--- src/rtl/dec_key_pkg.sv ---
// Shared types for the decimal keypad entry controller: FSM states, BCD digit type, no-key code.
// Optional multi-key rejection is enabled in the controller by defining MULTI_KEY_ERR_EN.
package dec_key_pkg;

    localparam int unsigned NUM_KEYS = 10;
    localparam int unsigned BCD_W    = 4;

    typedef enum logic [1:0] {
        IDLE     = 2'd0,
        DEBOUNCE = 2'd1,
        HELD     = 2'd2,
        PRESENT  = 2'd3
    } state_e;

    typedef logic [BCD_W-1:0] bcd_t;

    // Encoder output when no key line is asserted; never a valid decimal digit.
    localparam bcd_t NO_KEY = 4'hF;

endpackage

--- src/rtl/dec_prio_enc.sv ---
// Combinational 10-to-BCD priority encoder; the highest-index asserted key wins.
module dec_prio_enc
    import dec_key_pkg::*;
(
    input  logic [NUM_KEYS-1:0] key_i,
    output bcd_t                code_c_o,
    output logic                any_key_c_o,
    output logic                multi_key_c_o
);

    // Ascending scan so the last (highest) asserted key overrides lower ones.
    always_comb begin
        code_c_o = NO_KEY;
        for (int unsigned i = 0; i < NUM_KEYS; i++) begin
            if (key_i[i]) begin
                code_c_o = bcd_t'(i);
            end
        end
    end

    assign any_key_c_o   = |key_i;
    // Clearing the lowest set bit leaves something only if two or more bits were set.
    assign multi_key_c_o = |(key_i & (key_i - NUM_KEYS'(1)));

endmodule

--- src/rtl/dec_key_entry_ctrl.sv ---
// Keypad entry controller: debounces key presses, shifts BCD digits in, presents them via valid/ready.
// Define MULTI_KEY_ERR_EN to reject multi-key samples with a key_err pulse instead of priority-resolving.
module dec_key_entry_ctrl
    import dec_key_pkg::*;
#(
    parameter int unsigned DIGITS          = 4,
    parameter int unsigned DEBOUNCE_CYCLES = 16
) (
    input  logic                         clk,
    input  logic                         rst,
    input  logic [NUM_KEYS-1:0]          key_in,
    input  logic                         enter,
    input  logic                         clear,
    output logic [4*DIGITS-1:0]          digits_out,
    output logic [$clog2(DIGITS+1)-1:0]  digit_count,
    output logic                         out_valid,
    input  logic                         out_ready,
    output logic                         ovf,
    output logic                         key_err,
    output logic                         busy
);

    localparam int unsigned DW    = 4 * DIGITS;
    localparam int unsigned CW    = $clog2(DIGITS + 1);
    localparam int unsigned CNT_W = $clog2(DEBOUNCE_CYCLES + 1);

    bcd_t code_c;
    logic any_key_c;
    logic multi_key_c;

    state_e           state_q,  state_d;
    bcd_t             cand_q,   cand_d;
    logic [CNT_W-1:0] cnt_q,    cnt_d;
    logic [DW-1:0]    digits_q, digits_d;
    logic [CW-1:0]    count_q,  count_d;
    logic             valid_q,  valid_d;
    logic             ovf_q,    ovf_d;
    logic             kerr_q,   kerr_d;
    logic             busy_q,   busy_d;

    dec_prio_enc u_enc (
        .key_i         (key_in),
        .code_c_o      (code_c),
        .any_key_c_o   (any_key_c),
        .multi_key_c_o (multi_key_c)
    );

`ifndef MULTI_KEY_ERR_EN
    // Priority encoding already resolves multi-key samples; the flag has no consumer here.
    logic multi_key_unused;
    assign multi_key_unused = multi_key_c;
`endif

    // Next-state and datapath update; clear overrides every transition.
    always_comb begin
        state_d  = state_q;
        cand_d   = cand_q;
        cnt_d    = cnt_q;
        digits_d = digits_q;
        count_d  = count_q;
        valid_d  = valid_q;
        ovf_d    = 1'b0;
        kerr_d   = 1'b0;

        if (clear) begin
            state_d  = IDLE;
            cnt_d    = '0;
            digits_d = '0;
            count_d  = '0;
            valid_d  = 1'b0;
        end else begin
            case (state_q)
                IDLE: begin
                    if (enter && (count_q != '0)) begin
                        state_d = PRESENT;
                        valid_d = 1'b1;
`ifdef MULTI_KEY_ERR_EN
                    end else if (multi_key_c) begin
                        kerr_d  = 1'b1;
                        state_d = HELD;
`endif
                    end else if (any_key_c) begin
                        cand_d  = code_c;
                        cnt_d   = CNT_W'(1);
                        state_d = DEBOUNCE;
                    end
                end

                DEBOUNCE: begin
`ifdef MULTI_KEY_ERR_EN
                    if (multi_key_c) begin
                        kerr_d  = 1'b1;
                        cnt_d   = '0;
                        state_d = HELD;
                    end else
`endif
                    if (any_key_c && (code_c == cand_q)) begin
                        if (cnt_q == CNT_W'(DEBOUNCE_CYCLES - 1)) begin
                            // Final matching sample: commit on this edge.
                            cnt_d   = '0;
                            state_d = HELD;
                            if (count_q < CW'(DIGITS)) begin
                                digits_d = DW'({digits_q, cand_q});
                                count_d  = count_q + CW'(1);
                            end else begin
                                ovf_d = 1'b1;
                            end
                        end else begin
                            cnt_d = cnt_q + CNT_W'(1);
                        end
                    end else begin
                        cnt_d   = '0;
                        state_d = IDLE;
                    end
                end

                HELD: begin
                    if (!any_key_c) begin
                        state_d = IDLE;
                    end
                end

                PRESENT: begin
                    if (out_ready) begin
                        digits_d = '0;
                        count_d  = '0;
                        valid_d  = 1'b0;
                        state_d  = IDLE;
                    end
                end

                default: begin
                    state_d = IDLE;
                end
            endcase
        end

        busy_d = (state_d != IDLE);
    end

    always_ff @(posedge clk or posedge rst) begin
        if (rst) begin
            state_q  <= IDLE;
            cand_q   <= '0;
            cnt_q    <= '0;
            digits_q <= '0;
            count_q  <= '0;
            valid_q  <= 1'b0;
            ovf_q    <= 1'b0;
            kerr_q   <= 1'b0;
            busy_q   <= 1'b0;
        end else begin
            state_q  <= state_d;
            cand_q   <= cand_d;
            cnt_q    <= cnt_d;
            digits_q <= digits_d;
            count_q  <= count_d;
            valid_q  <= valid_d;
            ovf_q    <= ovf_d;
            kerr_q   <= kerr_d;
            busy_q   <= busy_d;
        end
    end

    assign digits_out  = digits_q;
    assign digit_count = count_q;
    assign out_valid   = valid_q;
    assign ovf         = ovf_q;
    assign key_err     = kerr_q;
    assign busy        = busy_q;

endmodule

--- config.mk ---
export PLATFORM = sky130hd
export DESIGN_NAME = dec_key_entry_ctrl
export DESIGN_NICKNAME = d
export VERILOG_FILES = /design/src/rtl/dec_key_pkg.sv /design/src/rtl/dec_prio_enc.sv /design/src/rtl/dec_key_entry_ctrl.sv
export SDC_FILE = /design/constraint.sdc
export NUM_CORES = 1
export LEC_CHECK = 0
export ABC_AREA = 1
export BUFFER_PORTS_ARGS = -buffer_cell sky130_fd_sc_hd__buf_2
export CORE_MARGIN = 5
export CORE_UTILIZATION = 55
export CTS_CLUSTER_SIZE = 12
export DETAILED_ROUTE_END_ITERATION = 7
export PLACE_DENSITY = 0.78
export REMOVE_ABC_BUFFERS = 1
export SLEW_MARGIN = 20
export SYNTH_ARGS = -nofsm -noshare
export SYNTH_HDL_FRONTEND = slang
export SYNTH_SLANG_ARGS = --single-unit
--- constraint.sdc ---
create_clock -name clk -period 2 [get_ports clk]
set_input_delay 0.2 -clock clk [delete_from_list [all_inputs] [get_ports clk]]
set_output_delay 0.2 -clock clk [all_outputs]
set_load 0.1 [all_outputs]
==> flow_summary.json <==
{
  "worstSetupPathType": "reg -> reg",
  "die-area_sq_um": 5180,
  "via_count": 1742,
  "end_kind": "register",
  "yosysSeqAreaShare_pct": 39.1,
  "grt_pass1_wl_um": 7190,
  "hold-path-endpoint": "cand_q[2]$_DFFE_PP0P_",
  "yosysUniqueCellTypes": 32,
  "nNetsFinal": 336,
  "netlist_area_sq_um": 2110,
  "fin_cells": 367,
  "overflow": 0,
  "fin_skew_ns": 0.00377,
  "place.gp.congestion": 0.941,
  "period_needed_ns": 1.71,
  "postSynthCellCount": 277,
  "io_pins": 38,
  "cts_sinks": 33,
  "insertion_delay_ns": 0.28,
  "avgSynthCellArea_sq_um": 7.63,
  "setup_violations": 0,
  "r2r_start": "cnt_q[0]$_DFFE_PP0P_",
  "cp_top_family": "simple AND/OR/NAND/NOR gates",
  "initial_core_util_pct": 57.3,
  "coreArea_sq_um": 3690,
  "slowest_stage": "dfrtp_1",
  "grt_usage_pct": 17.4,
  "drt_iter0_markers": 119,
  "ff2ff_path_depth": 10,
  "ctsHoldBuffers": 1,
  "num_antenna_cells": 0,
  "drt_wl_total_um": 4050,
  "rrSetupSlack_ns": 0.29,
  "drive_gt1_share_pct": 26.6,
  "dp_hpwl_um": 3110,
  "path_clk_slew_ns": 0.07,
  "crit_chain": "ha_1, nand2_1, nor2_1, inv_1, nor2_4, nand4_4, nand2_4, nand2_4, nand2_1, nand2_1",
  "cts_max_level": 2,
  "maxSlewViolCount": 0,
  "fin_util_pct": 65.4,
  "critPathMaxFanout": 19,
  "cts_root_buf": "clkbuf_8",
  "vias_per_cell": 4.75,
  "ys_seq_elements": 33,
  "io_buffers": 36,
  "die_w_um": 72.0,
  "hp-start": "key_in[9]",
  "cts_setup_buffers": 0,
  "min_period_over_period_pct": 85.4,
  "yosys_warnings": 0,
  "crit_path_start_kind": "register",
  "hold_depth": 4,
  "max-vdd-ir-drop_mv": 1.09,
  "grt_pass1_vias": 1681,
  "hold_class": "in -> reg",
  "power_leakage_nw": 1.32,
  "r2r-end": "digits_out[5]$_DFFE_PP0P_",
  "cts_buffers": 5,
  "power_density_nw_per_um2": 1490,
  "worst-path-buf-inv": 1,
  "ant_nets": 0,
  "drt_first_pass_iters": 4,
  "clockBufferDepth": 2,
  "synthToLayoutAreaGrowth_pct": 14.2,
  "hold_violations": 0,
  "crit_path_frequent_cell": "nand2_1",
  "antenna_found_initial": 0,
  "dp.cells": 358,
  "cts_tree": "built",
  "cp_slowest_stage_delay_ns": 0.40,
  "crit_required_ns": 2.18,
  "status": "finished, final reports clean",
  "rsz0062_at_grt": "no",
  "rows": 22,
  "arrival_ns": 1.89,
  "cts_resized": 0,
  "wl_per_cell_um": 11.0,
  "drc": 0,
  "die_h_um": 72.0,
  "fmax_mhz": 585,
  "drv_cap": 0,
  "grt_start_max_net_pins": 34
}
-- registers in the layout (all words and copies together), names as in the netlist --
register     flops
busy             1
cand_q           4
cnt_q            5
digit_count      3
digits_out      16
out_valid        1
ovf              1
state_q          2
-- where the power goes --
part           switching (mW)  leakage, nW  internal, mW
registers               0.153        0.442         0.850
logic                    1.51        0.823         0.420
clock network           0.244       0.0585         0.406
total                    1.91         1.32          1.68
-- cells in the final DEF, fill, tap and decap left out, types with 2 or more instances in the layout --
master,n
a21oi_1,2
nor3_1,2
clkbuf_8,6
o21ai_1,3
nand2_1,76
o21ai_0,9
inv_2,3
buf_4,6
dfrtp_1,33
nor2_4,3
nand3_1,17
nand2_4,2
buf_2,36
inv_1,46
nor2_2,3
nor2_1,34
nand3_4,2
nand3_2,12
nand2_2,6
ha_1,3
or2_2,2
-- per-layer routing --
| layer | GRT usage, % | vias to the layer above | part of all wire, % |
|---|---|---|---|
| met5 | 0 | - | 0 |
| li1 | - | 918 | - |
| met3 | 4.16 | 8 | 3.7 |
| met1 | 22.9 | 789 | 48 |
| met4 | 5.22 | 0 | 1.3 |
| met2 | 28.4 | 27 | 47 |
-- worst max path at each step --
stage	slack, ns	cells past startpoint	endpoint	start
after floorplan	-0.63	4	digit_count[2]$_DFFE_PP0P_	digit_count[2]$_DFFE_PP0P_
after CTS	0.28	10	digits_out[2]$_DFFE_PP0P_	cnt_q[0]$_DFFE_PP0P_
after global placement	0.30	15	digits_out[2]$_DFFE_PP0P_	key_in[0]
after global routing	0.11	10	digits_out[10]$_DFFE_PP0P_	cnt_q[0]$_DFFE_PP0P_
after detailed placement	0.25	15	digits_out[2]$_DFFE_PP0P_	key_in[0]
final	0.29	10	digits_out[5]$_DFFE_PP0P_	cnt_q[0]$_DFFE_PP0P_
-- through the flow --
step	hold slack [ns]	instance area (sq um)	TNS (ns)	setup slack, ns	total power [mW]
6_report	0.319	2410	0	0.292	3.58
2_1_floorplan	0.329	2000	-11.99	-0.630	2.58
3_5_place_dp	0.309	2290	0	0.245	2.95
4_1_cts	0.321	2410	0	0.278	3.60
3_3_place_gp	0.304	2290	0	0.301	2.92
5_1_grt	0.361	2410	0	0.106	3.80
-- worst min-delay path: stages --
cell     delay (ns)
buf_2          0.14
nor2_8         0.06
nand2_2        0.07
o21ai_0        0.08
-- layout make-up --
class                   count  area [sq um]
well taps                  48          60.1
flip-flops and latches     33           826
clock buffers               7          86.3
inverters                  50           188
multi-input cells         185           988
repair buffers             43           235
fillers                   320          1270
clock inverters             1          30.0
-- cells by family after synthesis --
kind of cell    share of synthesized area, %
compound gates                          4.56
xor+xnor                               0.829
fa+ha+maj                               1.78
buf+inv                                 14.3
simple gates                            39.3
other cells                            0.177
flops                                   39.1
-- cell usage after synthesis, drive strengths merged --
master	count	area [sq um]
nor3	2	10.0
a21oi	3	15.0
conb	1	3.75
nor2	41	200
o221ai	1	8.76
or2	2	12.5
o21ai	12	60.1
ha	3	37.5
nand4	1	21.3
inv	49	184
xor2	1	8.76
o22ai	1	6.26
dfrtp	33	826
nand3	31	240
xnor2	1	8.76
clkbuf	2	27.5
a31oi	1	6.26
buf	7	87.6
clkinv	1	3.75
nand2	84	345
No activity file was read; power rests on OpenSTA's default activity.
